### src/rtl/lif_neuron_bank.sv
// Multi-channel spiking neuron bank: divider (wrap) mode and leaky integrate-and-fire mode,
// with registered spike pulses, per-channel spike counters and a potential readback port.
module lif_neuron_bank #(
    parameter int unsigned WIDTH        = 8,
    parameter int unsigned CHANNELS     = 4,
    parameter int unsigned REFRACT_BITS = 4,
    parameter int unsigned CNT_WIDTH    = 16,
    parameter int unsigned SEL_BITS     = (CHANNELS > 1) ? $clog2(CHANNELS) : 1
) (
    input  logic                         clk,
    input  logic                         rst,
    input  logic                         en,
    input  logic                         clear,
    input  logic                         mode,
    input  logic [CHANNELS*WIDTH-1:0]    w,
    input  logic [WIDTH-1:0]             threshold,
    input  logic [WIDTH-1:0]             leak,
    input  logic [REFRACT_BITS-1:0]      refractory,
    input  logic [SEL_BITS-1:0]          sel,
    output logic [CHANNELS-1:0]          spike,
    output logic [WIDTH-1:0]             potential,
    output logic [CNT_WIDTH-1:0]         spike_count
);

    localparam logic [WIDTH-1:0] V_MAX = '1;

    logic [WIDTH-1:0]     v_arr   [CHANNELS];
    logic [CNT_WIDTH-1:0] cnt_arr [CHANNELS];

    for (genvar i = 0; i < CHANNELS; i++) begin : g_ch
        logic [WIDTH-1:0]        w_ch;
        logic [WIDTH-1:0]        v_q;
        logic [WIDTH-1:0]        v_d;
        logic [WIDTH-1:0]        sat;
        logic [WIDTH:0]          sum;
        logic [REFRACT_BITS-1:0] r_q;
        logic [REFRACT_BITS-1:0] r_d;
        logic [CNT_WIDTH-1:0]    cnt_q;
        logic                    fire;
        logic                    spike_q;

        assign w_ch = w[i*WIDTH +: WIDTH];

        // Next potential, refractory count and fire decision for one enabled tick.
        always_comb begin
            v_d  = v_q;
            r_d  = r_q;
            fire = 1'b0;
            sum  = {1'b0, v_q} + {1'b0, w_ch};
            sat  = sum[WIDTH] ? V_MAX : sum[WIDTH-1:0];
            if (!mode) begin
                v_d  = sum[WIDTH-1:0];
                fire = sum[WIDTH];
                r_d  = '0;
            end else if (r_q != '0) begin
                r_d = r_q - REFRACT_BITS'(1);
            end else if (sat >= threshold) begin
                fire = 1'b1;
                v_d  = '0;
                r_d  = refractory;
            end else begin
                v_d = (sat > leak) ? (sat - leak) : '0;
            end
        end

        // Channel state: reset > clear > enabled tick; spike pulse only after a firing tick.
        always_ff @(posedge clk or negedge rst) begin
            if (!rst) begin
                v_q     <= '0;
                r_q     <= '0;
                cnt_q   <= '0;
                spike_q <= 1'b0;
            end else if (clear) begin
                v_q     <= '0;
                r_q     <= '0;
                spike_q <= 1'b0;
            end else if (en) begin
                v_q     <= v_d;
                r_q     <= r_d;
                cnt_q   <= cnt_q + CNT_WIDTH'(fire);
                spike_q <= fire;
            end else begin
                spike_q <= 1'b0;
            end
        end

        assign spike[i]   = spike_q;
        assign v_arr[i]   = v_q;
        assign cnt_arr[i] = cnt_q;
    end

    // Debug readback of the selected channel; out-of-range selects read zero.
    always_comb begin
        potential   = '0;
        spike_count = '0;
        if (32'(sel) < CHANNELS) begin
            potential   = v_arr[sel];
            spike_count = cnt_arr[sel];
        end
    end

endmodule

### config.mk
export PLATFORM = sky130hd
export DESIGN_NAME = lif_neuron_bank
export DESIGN_NICKNAME = d
export VERILOG_FILES = /design/src/rtl/lif_neuron_bank.sv
export SDC_FILE = /design/constraint.sdc
export NUM_CORES = 1
export LEC_CHECK = 0
export ABC_AREA = 1
export BUFFER_PORTS_ARGS = -buffer_cell sky130_fd_sc_hd__buf_2
export CAP_MARGIN = 20
export CORE_MARGIN = 4
export CORE_UTILIZATION = 41
export CTS_CLUSTER_DIAMETER = 80
export DETAILED_ROUTE_END_ITERATION = 10
export HOLD_SLACK_MARGIN = 0.1
export PLACE_DENSITY = 0.56
export SETUP_SLACK_MARGIN = 0.4
export SYNTH_ARGS = -nofsm -noshare
export SYNTH_HDL_FRONTEND = slang
export SYNTH_SLANG_ARGS = --single-unit
export TNS_END_PERCENT = 100
### constraint.sdc
create_clock -name clk -period 9.55 [get_ports clk]
set_input_delay 0 -clock clk [delete_from_list [all_inputs] [get_ports clk]]
set_output_delay 0 -clock clk [all_outputs]
set_load 0.01 [all_outputs]
=== Word level (Yosys, flattened, before mapping) ===
Index checks and enable logic that the tools add are counted.
Widths: inputs -> output; s select.

* Add/sub/neg operators: 16
* Divide/modulo/power cells: 0
* Reductions and logical operators: 14
* Equal/unequal tests: 8
* Bitwise logic cells: 2
* Order comparisons: 9
* Shifts and indexed selects: 0
* $mul: 0
* Muxes and demuxes: 74

{| class="wikitable"
|+ Operator list
! cell !! count
|-
| $mux 8 || 30
|-
| $mux 4 || 20
|-
| $add 16x1->16 || 4
|-
| $add 8x8->9 || 4
|-
| $bmux 16 s2 || 1
|-
| $ge 8x8->1 || 4
|-
| $gt 8x8->1 || 4
|-
| $mux 16 || 2
|-
| $sub 8x8->8 || 4
|-
| $mux 1 || 20
|-
| $reduce_and 2->1 || 9
|-
| $bmux 8 s2 || 1
|-
| $ne 4x2->1 const B || 4
|-
| $reduce_bool 4->1 || 4
|-
| $sub 4x1->4 const B || 4
|-
| $ne 3x3->1 const B || 4
|-
| $ge 3x3->1 const B || 1
|-
| $not 2->3 || 1
|-
| $reduce_bool 2->1 || 1
|-
| $not 1->1 || 1
|}

* Output and inout port bits: 28
* Memories: 0
* RAM bits: 0
* Register bits after elaboration: 116
* Bits in latches: 0
* ROM bits: 0
* Word-level logic and storage cells: 139

=== Depth between registers and ports, before layout ===
Gate-level depths: netlist (run 1).

* Depth in word-level cells: 9
* Gate-level depth with buffers: 28
* Mapped depth without buffers: 28

=== Worst setup path before layout (run 1) ===
OpenSTA, ideal clock, no wires.

* Path kind: register -> register
* Start point: register g_ch[2].v_q[0]
* End point: register g_ch[2].cnt_q[14]
* Path buffers: 0
* Data required time: 9.429 ns
* Library setup time: 0.121 ns
* Path slack: 5.946 ns
* Clock period less this slack: 3.604 ns
* Cell stages (with the launch flop): 27
* Arrival time: 3.482 ns
* Cells stage by stage: dfrtp_1 ha_1 fa_1 nand3_1 nand3_1 nand4_1 nand3_1 or2_2 ha_1 nand2_1 inv_1 nand2_1 nand2_1 nand2_1 nand2_1 nand4_1 nand2_1 ha_1 ha_1 nand2_1 nor2_2 nand2_1 nor2_2 nand2_1 nor2_1 nand2_1 xor2_1

* Longest elaborated chain between the ends: 7

{| class="wikitable"
|+ RTL lines
! element !! RTL line !! text
|-
| start, declared || 32 || <nowiki>logic [WIDTH-1:0] v_q;</nowiki>
|-
| start signal, assigned || 78 || <nowiki>v_q <= v_d;</nowiki>
|-
| $add 8x8->9 (*) || 49 || <nowiki>sum = {1'b0, v_q} + {1'b0, w_ch};</nowiki>
|-
| $mux 8 || 50 || <nowiki>sat = sum[WIDTH] ? V_MAX : sum[WIDTH-1:0];</nowiki>
|-
| $ge 8x8->1 || 57 || <nowiki>end else if (sat >= threshold) begin</nowiki>
|-
| $mux 1 || 57 ||
|-
| $mux 1 || 55 || <nowiki>end else if (r_q != '0) begin</nowiki>
|-
| $mux 1 (*) || 51 || <nowiki>if (!mode) begin</nowiki>
|-
| $add 16x1->16 (*) || 80 || <nowiki>cnt_q <= cnt_q + CNT_WIDTH'(fire);</nowiki>
|-
| end signal, assigned || 80 ||
|-
| end, declared || 38 || <nowiki>logic [CNT_WIDTH-1:0] cnt_q;</nowiki>
|}

Every way passes the cells marked *; elsewhere a longest branch is shown, timed or not.
A chain may end at the register's enable or synchronous reset.

=== Worst setup path in the final report (run 1) ===
Ends and elaborated chain as after synthesis.

==> results.toml, run 1 <==
[flow_run]
maxCapViolCount = 0

[routing]
drt_iter0_drc = 748
route.detailed.drc = 0
firstDrtPassIters = 7
viasPerCell = 4.99
wire_per_inst_microns = 15.9
dr_total_vias = 9831
ant_nets = 0
totalWireLength_mm = 31.3

[cts]
cts_tree = "yes"
cts.htree.levels = 4
cts-buffers-inserted = 17
cts_root_buffer = "clkbuf_16"
clkTransAtPathRegs_ns = 0.06
post_cts_buffers = 0
clkLatencyLatePin_ns = 0.42
cts_num_sinks = 116
max-clock-path-buffers = 2

[die]
start_util_pct = 41.8
num_rows = 58
io_pins = 87
dieWidth_microns = 168
chipHeight_microns = 168
die-area_sq_um = 28400
fp.coreArea_sq_um = 25300

[timing]
tightest_slew_ns = 0.937
finalMaxSlewViolations = 0
fmax_mhz = 220
setup_viol = 0
rsz0062_at_grt = "false"
relSlewSlack_pct = 37.5
finalHoldViolCount = 0
fin_setup_tns_ns = 0
min_period_ns = 4.55
fin_crit_sh_pct = 47.7
finalClockSkew_ns = 0.00867

[critical_path]
end_kind = "register"
worstSetupStartpoint = "g_ch[2].v_q[0]"
worst-setup-path-type = "register to register"
worstPathMaxFanout = 6
required_ns = 9.86
crit_arrival_ns = 4.86
critPathLaunchType = "register"
r2r-start = "g_ch[2].v_q[0]"

[yosys]
synth_seq_cells = 116
syn-cell-area_sq_um = 10600
synth_ff_type = "dfrtp_1"
synth_nets = 1723
async_flop_share_pct = 100
synth_area_per_cell_sq_um = 6.83
yosysSeqAreaShare_pct = 27.5
synth_top_area_cell = "dfrtp_1"
synth_warnings = 0
synth_edf_count = 0
synthTopCellsByArea = "dfrtp_1 28%, nand2_1 18%, ha_1 13%"
yosys.area.top_type_share_pct = 27.5
synth_cell_types = 38
netlist_instances = 1544

[finish]
final_cell_mix = "505 x nand2_1, 194 x inv_1, 151 x nor2_1"
diodes = 0
fin_nets = 1810
syn_to_final_growth_pct = 13.5
final_common_cell = "nand2_1"
drive_gt1_share_pct = 9.93

[pwr]
p_leak_nw = 6.85
peakVddDrop_uv = 121
power.total_mw = 3.11
powerDensity_nw_per_um2 = 260

[placed_design]
gp_congestion = 0.927
dp_hpwl_mm = 24.9
port_buffers = 86

[run_status]
status = "completed"

[global_route]
grt_pass1_wl_mm = 50.3
grt_pass1_vias = 9431
grt-ovfl-total = 0
antenna_found_initial = 0
grt.total_usage_pct = 22.3
grt_max_degree = 72

[hold_path]
hp-class = "primary input to async pin"
-- path summary, 6_finish.rpt --
kind                            slack (ns)  cells after the start                 to
min in group clk                      0.13                      6     g_ch[2].v_q[0]
max in group asynchronous             8.03                      3     g_ch[2].r_q[2]
worst min register to register        0.47                      1  g_ch[0].cnt_q[15]
worst max-delay path                  5.00                     27  g_ch[2].cnt_q[14]
worst max register to register        5.00                     27  g_ch[2].cnt_q[14]
worst min-delay path                  0.12                      2     g_ch[3].v_q[1]
-- worst max-delay path, stage by stage, from the launching register on --
cell     delay, ns
dfrtp_1       0.39
ha_1          0.22
fa_1          0.42
nand3_1       0.11
nand3_1       0.16
nand4_1       0.12
nand3_1       0.26
nor2_1        0.28
inv_1         0.11
ha_1          0.30
nand2_1       0.06
nand3_1       0.08
nand2_1       0.05
nand2_1       0.05
nand2_1       0.07
nand2_1       0.20
nand4_1       0.16
nand2_1       0.12
ha_1          0.19
ha_1          0.15
nand2_1       0.10
nor2_2        0.17
nand2_1       0.08
nor2_2        0.14
nand2_1       0.10
nor2_1        0.11
nand2_1       0.07
xor2_1        0.14
-- metal layers --
layer,part of all wire (%),track usage [%],up-vias
met5,0,0,-
met4,0.79,3.21,0
met3,3.8,4.16,16
met2,46,36.4,175
met1,50,31.8,4524
li1,-,-,5116
-- metrics by stage --
step	setup WS, ns	cell area [sq um]	instances	utilization [%]	hold slack, ns
final	5.00	12000	1972	47.4	0.125
after global routing	4.53	12000	1972	47.4	0.164
after CTS	4.96	12000	1972	47.4	0.118
after detailed placement	4.98	11300	1934	44.7	0.0519
after global placement	5.04	11300	1934	44.7	0.0566
after floorplan	5.95	10600	1544	-	-0.296
-- power by group --
group          internal (mW)  switching (mW)  leakage, nW  total [mW]
Clock                  0.459           0.230        0.304       0.689
Sequential             0.573          0.0889         1.56       0.662
Combinational          0.650            1.11         4.99        1.76
-- state kept, by name, summed over array words and instances (netlist names) --
name          count
g_ch.spike_q      4
g_ch.cnt_q       64
g_ch.r_q         16
g_ch.v_q         32
-- cell type report --
cell class,instances,area (sq um)
clock inverters,10,183
fillers,2606,13300
multi-input cells,1202,6770
repair buffers,96,528
flip-flops and latches,116,2900
clock buffers,20,437
inverters,198,743
well taps,330,413
-- cell families after synthesis --
kind of cell	after synthesis	share of synthesized area, %
buffers and inverters	226	8.30
AOI/OAI and AO/OA	184	9.60
xor gates and xnor gates	86	7.14
adders and majority gates	120	14.8
and+or+nand+nor	812	32.7
DFF	116	27.5
-- repair_timing --
item / 4_1_cts / 5_1_grt
hold buffers: 8 / 0
resized for setup: 0 / 0
endpoints found under the hold margin: 68 / 0
-- cell usage after synthesis (all sizes together) (7+ instances only) --
cell type,number
a21oi,62
nor2,170
o21ai,78
ha,112
inv,197
clkbuf,21
nor3,9
xor2,47
nand4,28
fa,8
nand2,510
xnor2,39
o22ai,26
or2,10
dfrtp,116
buf,7
nand3,78
Note: power is estimated with default switching activity, not from simulation.
==> run 2, diff against run 1 <==
--- a/config.mk
+++ b/config.mk
@@ -5,7 +5,7 @@
 export SDC_FILE = /design/constraint.sdc
 export NUM_CORES = 1
 export LEC_CHECK = 0
-export ABC_AREA = 1
+export ABC_AREA = 0
 export BUFFER_PORTS_ARGS = -buffer_cell sky130_fd_sc_hd__buf_2
 export CAP_MARGIN = 20
 export CORE_MARGIN = 4
@@ -13,7 +13,7 @@
 export CTS_CLUSTER_DIAMETER = 80
 export DETAILED_ROUTE_END_ITERATION = 10
 export HOLD_SLACK_MARGIN = 0.1
-export PLACE_DENSITY = 0.56
+export PLACE_DENSITY = 0.57
 export SETUP_SLACK_MARGIN = 0.4
 export SYNTH_ARGS = -nofsm -noshare
 export SYNTH_HDL_FRONTEND = slang
==> constraint.sdc (replaced) <==
create_clock -name clk -period 4.5 [get_ports clk]
set_input_delay 0 -clock clk [delete_from_list [all_inputs] [get_ports clk]]
set_output_delay 0 -clock clk [all_outputs]
set_load 0.01 [all_outputs]
==> run 2 against run 1 <==
Against the previous run: clock power increased by 110%; combinational power rose to 2.9 times the previous value; largest cell class unchanged; core utilization rose by 6.8 points; power rose to 2.6 times the previous value; first-iteration DRC count decreased by 35%; critical path type unchanged; worst hold slack got worse by 0.0059 ns; maximum frequency rose by 7.8%; via count down 12%; largest power group unchanged; sequential share of layout area shrank 0.68 points.
==> results.toml, run 2 <==
[yosys]
synth_edf_count = 0
yosys.area.top_type_share_pct = 30.5
synth_cell_types = 69
async_flop_share_pct = 100
synth_warnings = 0
synth_compound_area_share_pct = 18.5
netlist_instances = 1031
synth_top_area_cell = "dfrtp_1"
synth_seq_cells = 116
synth_nets = 1210
yosys.area_share.simple_pct = 16.9
synthTopCellsByArea = "dfrtp_1 31%, ha_1 15%, mux4_2 5.7%"
muxShareOfSynthArea_pct = 5.79
synth-xor-area-share_pct = 8.75
synth_area_per_cell_sq_um = 9.22
synth.most_common_cell = "nand2_1"
synthAdderAreaFrac_pct = 16.4
synth_ff_type = "dfrtp_1"
yosysSeqAreaShare_pct = 30.5
syn-cell-area_sq_um = 9510
synth_top_family_by_area = "compound AO/OA/AOI/OAI gates"
synth_commonest_cells = "133 x nand2_1, 116 x dfrtp_1, 112 x ha_1"

[critical_path]
regToRegSetupSlack_ns = 0.28
end_kind = "register"
critPathLaunchType = "register"
required_ns = 4.85
worst-setup-path-type = "register to register"
crit_arrival_ns = 4.57
r2r-start = "g_ch[3].v_q[0]"
worstPathMaxFanout = 3
ff2ff_path_depth = 20
r2r-end = "g_ch[3].cnt_q[11]"

[finish]
fin_nets = 1372
largest_reg_flops = 64
final_common_cell = "dfrtp_1"
final_cell_mix = "116 x dfrtp_1, 115 x nand2_1, 89 x ha_1"
nFillCells = 2052
postLayoutCoreUtil_pct = 54.3
drive_gt1_share_pct = 29.7
reg.largest.list = "g_ch.cnt_q: 64 flops, g_ch.v_q: 32 flops, g_ch.r_q: 16 flops"
fin_area_sq_um = 12300
regMostFlops = "g_ch.cnt_q"
syn_to_final_growth_pct = 29.6
diodes = 0

[global_route]
grt_pass1_wl_mm = 46.8
grt.total_usage_pct = 22.9
grt_max_degree = 61
grt_pass1_vias = 8533
grt-ovfl-total = 0
antenna_found_initial = 3

[routing]
dr_total_vias = 8648
totalWireLength_mm = 29.8
wire_per_inst_microns = 20.0
viasPerCell = 5.80
ant_nets = 0
firstDrtPassIters = 5
route.detailed.drc = 0
drt_iter0_drc = 485

[timing]
tightest_slew_ns = 1.16
fin_crit_sh_pct = 93.9
fin_setup_tns_ns = 0
fmax_mhz = 237
finalClockSkew_ns = 0.0121
finalHoldViolCount = 0
min_period_ns = 4.22
relSlewSlack_pct = 22.4
finalMaxSlewViolations = 0
setup_viol = 0
setup_ws_ns = 0.276
rsz0062_at_grt = "true"

[run_status]
status = "completed"

[pwr]
powerDensity_nw_per_um2 = 654
p_leak_nw = 5.74
peakVddDrop_uv = 365
power.total_mw = 8.07

[placed_design]
dp_hpwl_mm = 22.0
placed_area_sq_um = 10400
pre_cts_ws_ns = 0.0261
gp_congestion = 0.932
port_buffers = 86

[cts]
max-clock-path-buffers = 2
cts_num_sinks = 116
cts.htree.levels = 4
clkTransAtPathRegs_ns = 0.06
clkLatencyLatePin_ns = 0.43
cts_tree = "yes"
cts_root_buffer = "clkbuf_16"
cts-buffers-inserted = 17

[die]
start_util_pct = 41.9
chipHeight_microns = 160
io_pins = 87
dieWidth_microns = 160
num_rows = 55
fp.coreArea_sq_um = 22700
die-area_sq_um = 25700

[hold_path]
whs_path_depth = 4
hp-class = "primary input to register"
hold_end = "g_ch[0].v_q[0]"
min_from = "w[0]"

[flow_run]
maxCapViolCount = 0
==> run 2: cells by family after synthesis <==
| group | after synthesis |
|---|---|
| AND/OR/NAND/NOR | 343 |
| flip-flops | 116 |
| XOR/XNOR | 95 |
| adder cells (fa/ha/maj) | 120 |
| multiplexers | 25 |
| AO/OA/AOI/OAI | 258 |
| buffers and inverters | 74 |
==> run 2: final cells by class <==
cell class                 instances  area, sq um  area share [%]
sequential                       116         2900            23.6
clock buffer                      17          425            3.45
multi-input combinational        842         7150            58.0
tap                              285          357            2.89
timing repair buffer             171         1140            9.24
clock inverter                    15          183            1.48
inverter                          45          169            1.37
==> run 2: what timing repair did <==
action,CTS,global route
pin swaps,51,55
hold buffers,12,0
resized for setup,83,79
setup buffers,28,14
hold endpoints to repair,79,0
cloned,2,0
setup endpoints to repair,63,69
==> run 2: worst max-delay path by stage <==
stage | slack, ns | endpoint | startpoint
global route | 0.09 | g_ch[1].cnt_q[7] | g_ch[1].v_q[0]
global placement | 0.06 | g_ch[1].cnt_q[7] | g_ch[1].v_q[0]
detailed placement | 0.03 | g_ch[2].cnt_q[12] | g_ch[2].v_q[0]
CTS | 0.36 | g_ch[1].cnt_q[14] | g_ch[1].v_q[0]
floorplan | 0.40 | g_ch[3].cnt_q[12] | g_ch[3].v_q[0]
finish | 0.28 | g_ch[3].cnt_q[11] | g_ch[3].v_q[0]
==> run 2: critical path, stage by stage, from the launching register on <==
cell and delay [ns]:
dfrtp_1 0.39, ha_2 0.21, fa_2 0.34, a211o_1 0.29
a211oi_2 0.25, nor2_1 0.06, o21a_1 0.23, or3_4 0.36
ha_4 0.28, a2111o_1 0.17, a31oi_4 0.10, o21ai_4 0.15
nand3_2 0.09, o21ai_2 0.09, ha_2 0.25, nand2_2 0.07
nor3_4 0.14, nand4_1 0.16, nor2_2 0.21, buf_4 0.15
xor2_1 0.14
==> run 2: per-layer routing <==
metal / share of wire, % / up-vias / GRT usage (%)
met5: 0.13 / - / 0
met4: 1.7 / 6 / 5.04
met3: 5.7 / 47 / 5.41
met2: 46 / 232 / 35.5
met1: 47 / 4246 / 32.9
li1: - / 4117 / -
==> run 2: metrics by stage <==
| step | hold slack [ns] | cells |
|---|---|---|
| floorplan | -0.296 | 1031 |
| global placement | 0.179 | 1403 |
| detailed placement | 0.177 | 1403 |
| CTS | 0.106 | 1477 |
| global route | 0.133 | 1491 |
| finish | 0.119 | 1491 |
==> run 2: power breakdown <==
group	internal (mW)	switching [mW]
logic	2.30	2.83
clock network	0.839	0.588
registers	1.24	0.270
total	4.38	3.69
